--- config.mk ---
export PLATFORM = sky130hd
export DESIGN_NAME = module_disp_scan
export DESIGN_NICKNAME = d
export VERILOG_FILES = /design/src/rtl/module_disp_scan.sv
export SDC_FILE = /design/constraint.sdc
export NUM_CORES = 1
export LEC_CHECK = 0
export BUFFER_PORTS_ARGS = -buffer_cell sky130_fd_sc_hd__buf_2
export CORE_MARGIN = 2
export CORE_UTILIZATION = 25
export DETAILED_ROUTE_END_ITERATION = 8
export GPL_TIMING_DRIVEN = 0
export PLACE_DENSITY_LB_ADDON = 0.12
export SLEW_MARGIN = 15
export SYNTH_ARGS = -nofsm -noshare
export SYNTH_HDL_FRONTEND = slang
export SYNTH_SLANG_ARGS = --single-unit
--- constraint.sdc ---
create_clock -name clk -period 2.1 [get_ports clk]
set_input_delay 0.315 -clock clk [delete_from_list [all_inputs] [get_ports clk]]
set_output_delay 0.315 -clock clk [all_outputs]
set_load 0.01 [all_outputs]
--- src/rtl/module_disp_scan.sv ---
// rtl/module_disp_scan.sv - multi-digit 7-segment scan controller with frame-aligned word load
module module_disp_scan #(
  parameter int N_DIGITS    = 4,
  parameter int REFRESH_DIV = 50000
) (
  input  logic                    clk,
  input  logic                    rst_n,
  input  logic                    ld,
  input  logic [4*N_DIGITS-1:0]   num,
  input  logic                    blank_lz,
  output logic                    ld_ack,
  output logic [3:0]              w,
  output logic [N_DIGITS-1:0]     an,
  output logic                    frame
);

  localparam int IW = (N_DIGITS > 1) ? $clog2(N_DIGITS) : 1;
  localparam int CW = (REFRESH_DIV > 1) ? $clog2(REFRESH_DIV) : 1;
  localparam logic [IW-1:0] IDX_LAST = IW'(N_DIGITS - 1);
  localparam logic [CW-1:0] CNT_LAST = CW'(REFRESH_DIV - 1);

  logic [CW-1:0]           r_cnt;
  logic [IW-1:0]           r_idx;
  logic [4*N_DIGITS-1:0]   r_shown;
  logic [4*N_DIGITS-1:0]   r_pend;
  logic                    r_pend_v;
  logic                    r_ld_ack;
  logic [3:0]              r_w;
  logic [N_DIGITS-1:0]     r_an;

  logic                    w_cnt_wrap;
  logic                    w_boundary;
  logic [3:0]              w_digit;
  logic [N_DIGITS-1:0]     w_an_sel;
  logic                    w_blank_sel;
  logic                    w_zero_run;

  assign w_cnt_wrap = (r_cnt == CNT_LAST);
  assign w_boundary = w_cnt_wrap && (r_idx == IDX_LAST);

  // Prescaler and digit index: each digit dwells REFRESH_DIV cycles, index wraps per frame
  always_ff @(posedge clk) begin
    if (!rst_n) begin
      r_cnt <= '0;
      r_idx <= '0;
    end else if (w_cnt_wrap) begin
      r_cnt <= '0;
      r_idx <= (r_idx == IDX_LAST) ? '0 : r_idx + 1'b1;
    end else begin
      r_cnt <= r_cnt + 1'b1;
    end
  end

  // Loads park in pend until the frame boundary; a load on the boundary itself bypasses pend
  always_ff @(posedge clk) begin
    if (!rst_n) begin
      r_shown  <= '0;
      r_pend   <= '0;
      r_pend_v <= 1'b0;
      r_ld_ack <= 1'b0;
    end else begin
      r_ld_ack <= 1'b0;
      if (w_boundary) begin
        r_pend_v <= 1'b0;
        r_ld_ack <= ld || r_pend_v;
        if (ld) begin
          r_shown <= num;
        end else if (r_pend_v) begin
          r_shown <= r_pend;
        end
      end else if (ld) begin
        r_pend   <= num;
        r_pend_v <= 1'b1;
      end
    end
  end

  // Select the current digit, its anode, and whether it is a blanked leading zero
  always_comb begin
    w_digit     = 4'd0;
    w_an_sel    = '1;
    w_blank_sel = 1'b0;
    w_zero_run  = 1'b1;
    for (int k = N_DIGITS - 1; k >= 0; k--) begin
      w_zero_run = w_zero_run && (r_shown[4*k +: 4] == 4'd0);
      if (r_idx == IW'(k)) begin
        w_digit     = r_shown[4*k +: 4];
        w_an_sel[k] = 1'b0;
        w_blank_sel = blank_lz && w_zero_run && (k != 0);
      end
    end
  end

  // Register code and anode together so they always change on the same edge
  always_ff @(posedge clk) begin
    if (!rst_n) begin
      r_w  <= 4'd0;
      r_an <= '1;
    end else if (w_blank_sel) begin
      r_w  <= 4'd0;
      r_an <= '1;
    end else begin
      r_w  <= w_digit;
      r_an <= w_an_sel;
    end
  end

  assign ld_ack = r_ld_ack;
  assign w      = r_w;
  assign an     = r_an;
  assign frame  = w_boundary;

endmodule
Word level (Yosys, flattened, before mapping)
Cells that the tools add are included.
Storage, ports and cells
  flip-flop bits (word level): 60
  bits of input ports: 20
  output and inout port bits: 10
  word-level logic and storage cells: 49
Cells by class
  $add $sub $neg: 2
  equal/unequal tests: 4
  multiplexer cells: 15
  bitwise gates (word level): 2
  reductions and logical operators: 18
Operators with widths (count)
  $mux W16: 2
  $add A16 B1 Y16 const B: 1
  $eq A16 B16 Y1 const B: 1
  $mux W4: 4
  $logic_not A4 Y1: 3
  $mux W1: 8
  $logic_and A1 B1 Y1: 6
  $reduce_and A2 Y1: 3
  $reduce_or A2 Y1: 3
  $eq A2 B2 Y1 const B: 2
  $add A2 B1 Y2 const B: 1
  $eq A2 B1 Y1 const B: 1
  $logic_not A2 Y1: 1
  $mux W2: 1
  $not A1 Y1: 2
  $reduce_bool A2 Y1: 1
  $logic_or A1 B1 Y1: 1

Logic depth before layout (Yosys ltp)
Gate-level depths: netlist of run 1.
  depth after elaboration: 7
  gate-level depth with buffers: 9
  depth with buffers taken out: 6

Worst setup path before layout of run 1
No wires, ideal clock.
  kind: register -> register
  from: register r_cnt[10]
  to: register r_shown[10]
  setup time: 132 ps
  data arrival time: 1883 ps
  required time: 1968 ps
  setup slack: 85 ps
  cell stages (with the launch flop): 7
  path buffers: 2
  clock period less this slack: 2015 ps
  cells stage by stage: dfxtp_1 > or4b_4 > or4_4 > buf_6 > buf_2 > o21ai_0 > a21oi_1
Between the ends
  word-level cells in the longest chain between the ends: 3
RTL lines
  start, declared: line 22  | logic [CW-1:0] r_cnt;
  start signal, assigned: line 50  | r_cnt <= r_cnt + 1'b1;
  $eq A16 B16 Y1: line 38  | assign w_cnt_wrap = (r_cnt == CNT_LAST);
  $logic_and A1 B1 Y1: line 39  | assign w_boundary = w_cnt_wrap && (r_idx == IDX_LAST);
  $reduce_and A2 Y1 (no source line)
  end signal, assigned: line 67  | r_shown <= num;
  end signal, assigned: line 69  | r_shown <= r_pend;
  end, declared: line 24  | logic [4*N_DIGITS-1:0] r_shown;
Every way passes these cells.
A chain may end at the register's enable or synchronous reset.

Worst setup path after layout of run 1
  from: register r_cnt[10]
  to: output frame
Between the ends
  word-level cells in the longest chain between the ends: 2
RTL lines
  $eq A16 B16 Y1: line 38
  $logic_and A1 B1 Y1: line 39
  end, declared: line 14  | output logic frame
Every way passes these cells.

==> impl_metrics.yaml, run 1 <==
outcome:
  status: "complete, but fails checks"
  violations: "setup timing"
setup_path:
  reg2reg_to: "r_pend[2]$_SDFFE_PN0P_"
  worst_ep_arrival_time_ps: 1850
  required_ps: 1780
  start_kind: "register"
  r2r_cells: 5
  endpoint_kind: "output pin"
  criticalPathCategory: "register to output pin"
  r2r-start: "r_cnt[10]$_SDFF_PP0_"
  worstPathMaxFanout: 3
  r2r_setup_slack_ps: 90
detailed_routing:
  drtPass1Iterations: 4
  drt_iter0_drc: 88
  drc_errors: 0
  avgViaCountPerCell: 4.61
  drt-total-wl_mm: 6.85
  ant_nets: 0
  wl_per_cell_um: 13.8
  vias: 2288
synth:
  synth_cell_types: 33
  yosysTopAreaCellShare: 0.446
  synth_area_leader_cell: "dfxtp_1"
  synthCells: 317
  syn_nets: 342
  syn_area_mm2: 0.00270
  ys_ff_latch: 60
  synth.avg_cell_area_um2: 8.50
  synth.area.top_cells: "dfxtp_1 (45%), nand3_1 (7.1%), mux2_2 (6.7%)"
  yosys_warnings: 0
  synth-seq-area-share: 0.446
place:
  hpwl_mm: 4.76
  place_ws_ps: -246
  io_buffers: 27
  gp_congestion: 0.802
  place_area_mm2: 0.00300
  dp_cells: 480
timing:
  fin_ws_ps: -69.6
  slew_violations: 0
  finalHoldViolCount: 0
  period_minus_slack_ps: 2170
  skew_ps: 12.8
  fin_setup_tns_ps: -69.6
  min_period_over_period: 1.03
  rsz0062_at_grt: "true"
  worst_pin_slew_ps: 595
  relSlewSlack: 0.604
  finalSetupViolations: 1
  max_freq_ghz: 0.461
cells_and_area:
  multi_input_area_mm2: 0.00137
  fillers: 1112
  final_area_mm2: 0.00325
  antenna_cells: 0
  final_common_cell: "dfxtp_1"
  drive_gt1_frac: 0.231
  post_layout_nonfiller_instances: 496
  seq_area_mm2: 0.00121
  layout_common_cells: "dfxtp_1 (55), nand3_1 (37), nand2_1 (29), o21ai_0 (29), buf_2 (27)"
  syn2layout_area_growth_pct: 20.8
  final_nets: 380
worst_hold_path:
  hp-start: "num[4]"
  min_path_cells: 3
  whs_endpoint: "r_pend[4]$_SDFFE_PN0P_"
  hp-class: "input port to register"
clock_network:
  cts_buffer_depth: 2
  tritoncts: "yes"
  cts_max_level: 3
  clock-root-buffer: "clkbuf_8"
  clkLatencyLatePin_ps: 340
  clk_pin_slew_ps: 70
  clock-sinks: 60
  numCtsBuffers: 9
  hold_buffers: 0
global_route:
  grt_pass1_vias: 2114
  overflow: 0
  grtUsageTotal: 0.124
  grt_first_pass_wirelength_mm: 11.0
  antenna_found_initial: 0
  grt_max_degree: 18
floorplan:
  die_height_um: 108
  die-area_mm2: 0.0116
  dieWidth_um: 108
  rows: 37
  ios: 30
  coreArea_mm2: 0.0104
  start_util: 0.259
power_and_ir_drop:
  p_leak_nw: 1.12
  power_density_mw_per_mm2: 733
  ir_worst_vdd_mv: 0.256
  power.total_w: 0.00239
flow_run:
  cap_violations: 0
per-layer routing:
layer	GRT usage	wire, µm	vias to the layer above
li1	-	-	1189
met1	0.182	3600	1036
met2	0.170	2810	52
met3	0.0242	305	11
met4	0.0632	141	0
met5	0	0	-
critical path, cell delays in order (launching register included):
cell and delay [ps]:
dfxtp_4 350, or4b_4 530, or4_4 480, clkinv_8 70, buf_6 90
cell families (layout without fill, tap and decap cells):
| group | Yosys count | count (layout) | synth area share |
|---|---|---|---|
| AOI/OAI and AO/OA | 69 | 69 | 0.140 |
| xor gates and xnor gates | 14 | 14 | 0.0455 |
| adders and majority gates | 5 | 5 | 0.0232 |
| buffers and inverters | 33 | 76 | 0.0548 |
| DFF | 60 | 60 | 0.446 |
| muxes | 17 | 17 | 0.0706 |
| and+or+nand+nor | 119 | 119 | 0.220 |
cell usage after synthesis (all sizes together):
master and instances:
o21ai 36, or3 1, nor4b 1, nor2 21, nor2b 5, nand4bb 2, nor4 5, and3 1
nand2 29, nand4 5, nand3 38, or4 2, a22oi 4, buf 5, or2 1, o41a 1
ha 5, o41ai 1, or4b 1, a21oi 25, nor3 7, a211oi 1, xor2 1, inv 10
xnor2 13, dfxtp 60, a21boi 1, clkbuf 17, mux2i 1, mux2 16, clkinv 1
worst max path at each step:
stage	endpoint	startpoint
floorplan	r_shown[10]$_SDFFE_PN0P_	r_cnt[10]$_SDFF_PP0_
global placement	frame	r_idx[0]$_SDFFE_PN0N_
detailed placement	frame	r_idx[0]$_SDFFE_PN0N_
CTS	frame	r_cnt[10]$_SDFF_PP0_
global route	frame	r_idx[0]$_SDFFE_PN0N_
finish	frame	r_cnt[10]$_SDFF_PP0_
final cells by class:
type,count,area share
multi-input combinational,224,0.422
sequential,60,0.372
timing repair buffer,31,0.0527
tap,136,0.0523
clock buffer,9,0.0381
clock inverter,7,0.0235
buffer,18,0.0235
inverter,11,0.0165
flip-flops by register name (all words and copies together), names as in the netlist:
register	count
r_shown	16
r_cnt	16
r_idx	2
r_pend	16
an	4
w	4
r_pend_v	1
ld_ack	1
metrics by stage:
stage	hold WS [ps]	util
floorplan	430	-
global placement	443	0.288
detailed placement	450	0.288
CTS	205	0.311
global route	213	0.312
finish	224	0.312
timing repair:
| action | CTS | global route |
|---|---|---|
| setup endpoints to repair | 41 | 30 |
| gates resized for setup | 14 | 6 |
| gates cloned | 0 | 0 |
| setup buffers | 4 | 0 |
| pin swaps | 2 | 0 |
report_power, final:
group | internal (W) | switching, W
combinational | 0.0000614 | 0.0000887
clock | 0.000554 | 0.000508
sequential | 0.00116 | 0.0000141
Power figures use the tool's default switching activity.
==> inputs of run 2 (changes only) <==
- clock period: 2.1 -> 2.2 ns (I/O delays scaled with it)
==> run 2 against run 1 <==
  * Flip-flop and latch count unchanged
  * Global-route usage unchanged
  * Sequential power down 5%
  * Critical endpoint unchanged
  * Non-clock buffer count up 1
  * Sequential share of layout area up 0.13 points
  * First-iteration DRC count down 1.1%
  * Highest routed layer unchanged
  * Cell count up 0.20%
  * Wire length down 0.26%
  * Core utilization down 0.11 points
  * The run now ends clean
  * Largest cell class unchanged
==> impl_metrics.yaml, run 2 (synthesis gave the netlist of run 1 again) <==
outcome:
  status: "completed"
power_and_ir_drop:
  p_sw_frac: 0.257
  p_int_w: 0.00169
  power_frac_comb: 0.062
  switching_power_w: 0.000586
  power_density_mw_per_mm2: 703
  p_leak_nw: 1.12
  ir_worst_vdd_mv: 0.245
  power.total_w: 0.00228
  seqPwrFrac: 0.492
  p_clk_frac: 0.446
floorplan:
  ios: 30
  rows: 37
  die-area_mm2: 0.0116
  die_height_um: 108
  dieWidth_um: 108
  start_util: 0.259
  coreArea_mm2: 0.0104
clock_network:
  cts_max_level: 3
  clock-root-buffer: "clkbuf_8"
  clkLatencyLatePin_ps: 340
  numCtsBuffers: 9
  clock-sinks: 60
  tritoncts: "yes"
  cts_buffer_depth: 2
  clk_pin_slew_ps: 80
timing:
  min_period_over_period: 0.993
  finalSetupViolations: 0
  fin_ws_ps: 14.6
  skew_ps: 12.8
  fin_setup_tns_ps: 0
  max_freq_ghz: 0.458
  finalHoldViolCount: 0
  relSlewSlack: 0.607
  worst_pin_slew_ps: 589
  rsz0062_at_grt: "true"
  slew_violations: 0
  period_minus_slack_ps: 2190
cells_and_area:
  top_regs: "r_cnt x16, r_pend x16, r_shown x16"
  layout_common_cells: "dfxtp_1 (55), nand3_1 (38), o21ai_0 (30)"
  final_common_cell: "dfxtp_1"
  final_area_mm2: 0.00324
  final_nets: 381
  post_layout_nonfiller_instances: 497
  antenna_cells: 0
  syn2layout_area_growth_pct: 20.3
  drive_gt1_frac: 0.224
setup_path:
  endpoint: "frame"
  reg2reg_to: "r_shown[8]$_SDFFE_PN0P_"
  cp_num_cells: 4
  slowest_delay_ps: 530
  path_buf_inv: 2
  r2r-start: "r_cnt[10]$_SDFF_PP0_"
  slowest_stage: "or4b_4"
  required_ps: 1870
  worstPathCellList: "or4b_4, or4_4, clkinv_8, buf_6"
  start_kind: "register"
  crit_family: "simple AND/OR/NAND/NOR gates"
  r2r_setup_slack_ps: 100
  worst_ep_arrival_time_ps: 1860
  worstPathMaxFanout: 3
  criticalPathCategory: "register to output pin"
  r2r_cells: 6
  endpoint_kind: "output pin"
  startpoint: "r_cnt[10]$_SDFF_PP0_"
global_route:
  antenna_found_initial: 0
  grt_first_pass_wirelength_mm: 11.0
  overflow: 0
  grtUsageTotal: 0.124
  grt_max_degree: 18
  grt_pass1_vias: 2116
detailed_routing:
  ant_nets: 0
  wl_met2_mm: 2.79
  wl_met3_um: 258
  top_layer: "met4"
  vias: 2278
  drc_errors: 0
  m1WireLength_mm: 3.64
  avgViaCountPerCell: 4.58
  drt-total-wl_mm: 6.84
  drtPass1Iterations: 4
  wl_per_cell_um: 13.8
  drt_iter0_drc: 87
worst_hold_path:
  hp-class: "input port to register"
place:
  hpwl_mm: 4.76
  place_ws_ps: -161
  place_area_mm2: 0.00300
  gp_congestion: 0.802
  io_buffers: 27
  dp_cells: 480
flow_run:
  cap_violations: 0
run 2: cell count changes in the layout (fill, tap and decap cells not counted), sizes merged:
cell  before  now
buf       33   34
run 2: repair_timing:
item,4_1_cts,5_1_grt
endpoints found under the setup margin,26,28
pin swaps,2,0
setup buffers,4,0
gates resized for setup,9,8
hold buffers,0,0
run 2: power groups by stage:
stage          sequential [W]  combinational, W  clock [W]
2_1_floorplan         0.00115         0.0000904          0
3_3_place_gp          0.00115          0.000142          0
3_5_place_dp          0.00115          0.000143          0
4_1_cts               0.00112          0.000144    0.00105
5_1_grt               0.00112          0.000160    0.00111
6_report              0.00112          0.000142    0.00102
run 2: worst min-delay path by stage:
| stage | start | endpoint | slack [ps] | depth (start not counted) |
|---|---|---|---|---|
| after floorplan | r_cnt[0]$_SDFF_PP0_ | r_cnt[0]$_SDFF_PP0_ | 430 | 1 |
| after global placement | r_pend[5]$_SDFFE_PN0P_ | r_pend[5]$_SDFFE_PN0P_ | 440 | 2 |
| after detailed placement | r_pend[4]$_SDFFE_PN0P_ | r_pend[4]$_SDFFE_PN0P_ | 450 | 2 |
| after CTS | num[11] | r_pend[11]$_SDFFE_PN0P_ | 220 | 3 |
| after global routing | num[10] | r_pend[10]$_SDFFE_PN0P_ | 230 | 3 |
| final | num[12] | r_pend[12]$_SDFFE_PN0P_ | 240 | 3 |
run 2: tightest hold or removal path: cells and delay by family:
family,cells,cell delay (ps)
AOI/OAI and AO/OA,1,60
buffers and inverters,1,100
and+or+nand+nor,1,40
run 2: layer usage:
layer / track usage / vias to the layer above
li1: - / 1190
met1: 0.182 / 1024
met2: 0.170 / 51
met3: 0.0242 / 13
met4: 0.0632 / 0
met5: 0 / -
run 2: layout make-up:
class,instances,area [µm²]
plain buffers,19,78.8
clock buffers,9,124
clock inverters,7,76.3
fillers,1115,7170
inverters,11,53.8
multi-input cells,224,1360
flip-flops and latches,60,1210
well taps,136,170
repair buffers,31,171
run 2: stage by stage:
stage	util	hold WS, ps
3_3_place_gp	0.288	443
6_report	0.311	238
2_1_floorplan	-	430
5_1_grt	0.311	228
4_1_cts	0.311	220
3_5_place_dp	0.288	450
==> inputs of run 3 (changes only) <==
- BUFFER_PORTS_ARGS: -buffer_cell sky130_fd_sc_hd__buf_2 -> default
- DONT_BUFFER_PORTS: default -> 1
==> run 3 against run 2 <==
  * The flow now finishes with violations (setup timing)
  * First-iteration DRC count rose by 18%
  * Count of clock-buffer cells in the layout rose by 4
  * Flip-flop and latch count did not move
  * Sequential share of layout area rose by 1.3 points
  * Cell count fell by 5.6%
  * Critical endpoint unchanged
==> impl_metrics.yaml, run 3 (synthesis gave the netlist of run 1 again) <==
cells_and_area:
  multi_input_area_mm2: 0.00137
  syn2layout_area_growth_pct: 16.2
  seq_area_mm2: 0.00121
  antenna_cells: 0
  final_nets: 353
  final_area_mm2: 0.00313
  post_layout_nonfiller_instances: 469
  drive_gt1_frac: 0.153
  top_regs: "r_cnt x16, r_pend x16, r_shown x16"
  layout_common_cells: "dfxtp_1 (57), nand3_1 (38), o21ai_0 (29)"
  fillers: 1138
  final_common_cell: "dfxtp_1"
power_and_ir_drop:
  power.total_w: 0.00240
  ir_worst_vdd_mv: 0.256
  p_leak_nw: 1.02
  power_density_mw_per_mm2: 768
global_route:
  antenna_found_initial: 0
  grt_max_degree: 11
  overflow: 0
  grt_first_pass_wirelength_mm: 11.4
  grtUsageTotal: 0.129
  grt_pass1_vias: 2114
setup_path:
  path_buf_inv: 2
  reg2reg_to: "r_pend[3]$_SDFFE_PN0P_"
  r2r_cells: 6
  slowest_delay_ps: 530
  criticalPathCategory: "register to output pin"
  crit_family: "simple AND/OR/NAND/NOR gates"
  worstPathCellList: "or4b_4, or4_4, clkinv_4, buf_8"
  slowest_stage: "or4b_4"
  worstPathMaxFanout: 10
  endpoint_kind: "output pin"
  worst_ep_arrival_time_ps: 1920
  required_ps: 1870
  start_kind: "register"
  r2r_setup_slack_ps: 30
  r2r-start: "r_cnt[10]$_SDFF_PP0_"
timing:
  slew_violations: 0
  relSlewSlack: 0.600
  finalSetupViolations: 1
  skew_ps: 13.0
  worst_pin_slew_ps: 599
  min_period_over_period: 1.02
  period_minus_slack_ps: 2250
  rsz0062_at_grt: "true"
  fin_ws_ps: -47.2
  finalHoldViolCount: 0
  fin_setup_tns_ps: -47.2
  max_freq_ghz: 0.445
clock_network:
  cts_max_level: 3
  tritoncts: "yes"
  clock-root-buffer: "clkbuf_8"
  clk_pin_slew_ps: 70
  cts_buffer_depth: 2
  clock-sinks: 60
  clkLatencyLatePin_ps: 340
  numCtsBuffers: 9
outcome:
  violations: "setup timing"
  status: "complete, but fails checks"
floorplan:
  dieWidth_um: 108
  coreArea_mm2: 0.0104
  die-area_mm2: 0.0116
  start_util: 0.259
  ios: 30
  rows: 37
  die_height_um: 108
place:
  place_area_mm2: 0.00287
  hpwl_mm: 4.85
  gp_congestion: 0.747
  io_buffers: 0
  dp_cells: 453
worst_hold_path:
  hp-start: "num[4]"
  whs_endpoint: "r_pend[4]$_SDFFE_PN0P_"
  hp-class: "input port to register"
  min_path_cells: 2
detailed_routing:
  drt-total-wl_mm: 6.97
  vias: 2227
  wl_per_cell_um: 14.9
  drtPass1Iterations: 4
  avgViaCountPerCell: 4.75
  drt_iter0_drc: 103
  ant_nets: 0
  drc_errors: 0
flow_run:
  cap_violations: 0
## run 3: cell types whose count changed in the layout (fill, tap and decap cells not counted), sizes merged
cell	delta
buf	-28
clkbuf	+4
clkinv	-2
inv	-1
bufinv	+1
clkinvlp	-2
## run 3: cell type report
class / count / area share
multi-input combinational: 224 / 0.437
sequential: 60 / 0.386
tap: 136 / 0.0544
clock buffer: 13 / 0.0508
buffer: 20 / 0.0308
clock inverter: 3 / 0.0220
inverter: 11 / 0.0148
timing repair buffer: 2 / 0.00480
## run 3: timing repair
action | 4_1_cts | 5_1_grt
hold buffers | 0 | 0
pin swaps | 2 | 0
resized for setup | 11 | 4
buffers inserted | 2 | 0
setup endpoints to repair | 26 | 27
## run 3: how the worst max path moves through the flow
stage                          startpoint                      end  slack (ps)  cells past startpoint
floorplan            r_cnt[10]$_SDFF_PP0_                    frame         170                      5
global placement    r_idx[0]$_SDFFE_PN0N_   r_pend[1]$_SDFFE_PN0P_        -130                      6
detailed placement  r_idx[0]$_SDFFE_PN0N_   r_pend[3]$_SDFFE_PN0P_        -140                      6
CTS                  r_cnt[10]$_SDFF_PP0_                    frame         -80                      4
global route         r_cnt[10]$_SDFF_PP0_  r_pend[14]$_SDFFE_PN0P_        -140                      6
finish               r_cnt[10]$_SDFF_PP0_                    frame         -50                      4
## run 3: per-stage QoR
stage	util	setup WS, ps	hold slack (ps)
global route	0.301	-143	102
floorplan	-	171	430
global placement	0.275	-128	441
detailed placement	0.275	-142	458
CTS	0.300	-80.9	99.4
finish	0.301	-47.2	120
## run 3: per-layer routing
metal | track usage | part of all wire | vias to the layer above
li1 | - | - | 1130
met1 | 0.188 | 0.52 | 1044
met2 | 0.177 | 0.42 | 43
met3 | 0.0357 | 0.046 | 10
met4 | 0.0522 | 0.016 | 0
met5 | 0 | 0 | -
## run 3: power by group
part,switching [W],internal (W),total [W],leakage [nW]
clock network,0.000455,0.000704,0.00116,0.114
registers,0.0000133,0.00111,0.00112,0.490
logic,0.0000768,0.0000473,0.000124,0.415
total,0.000545,0.00186,0.00240,1.02
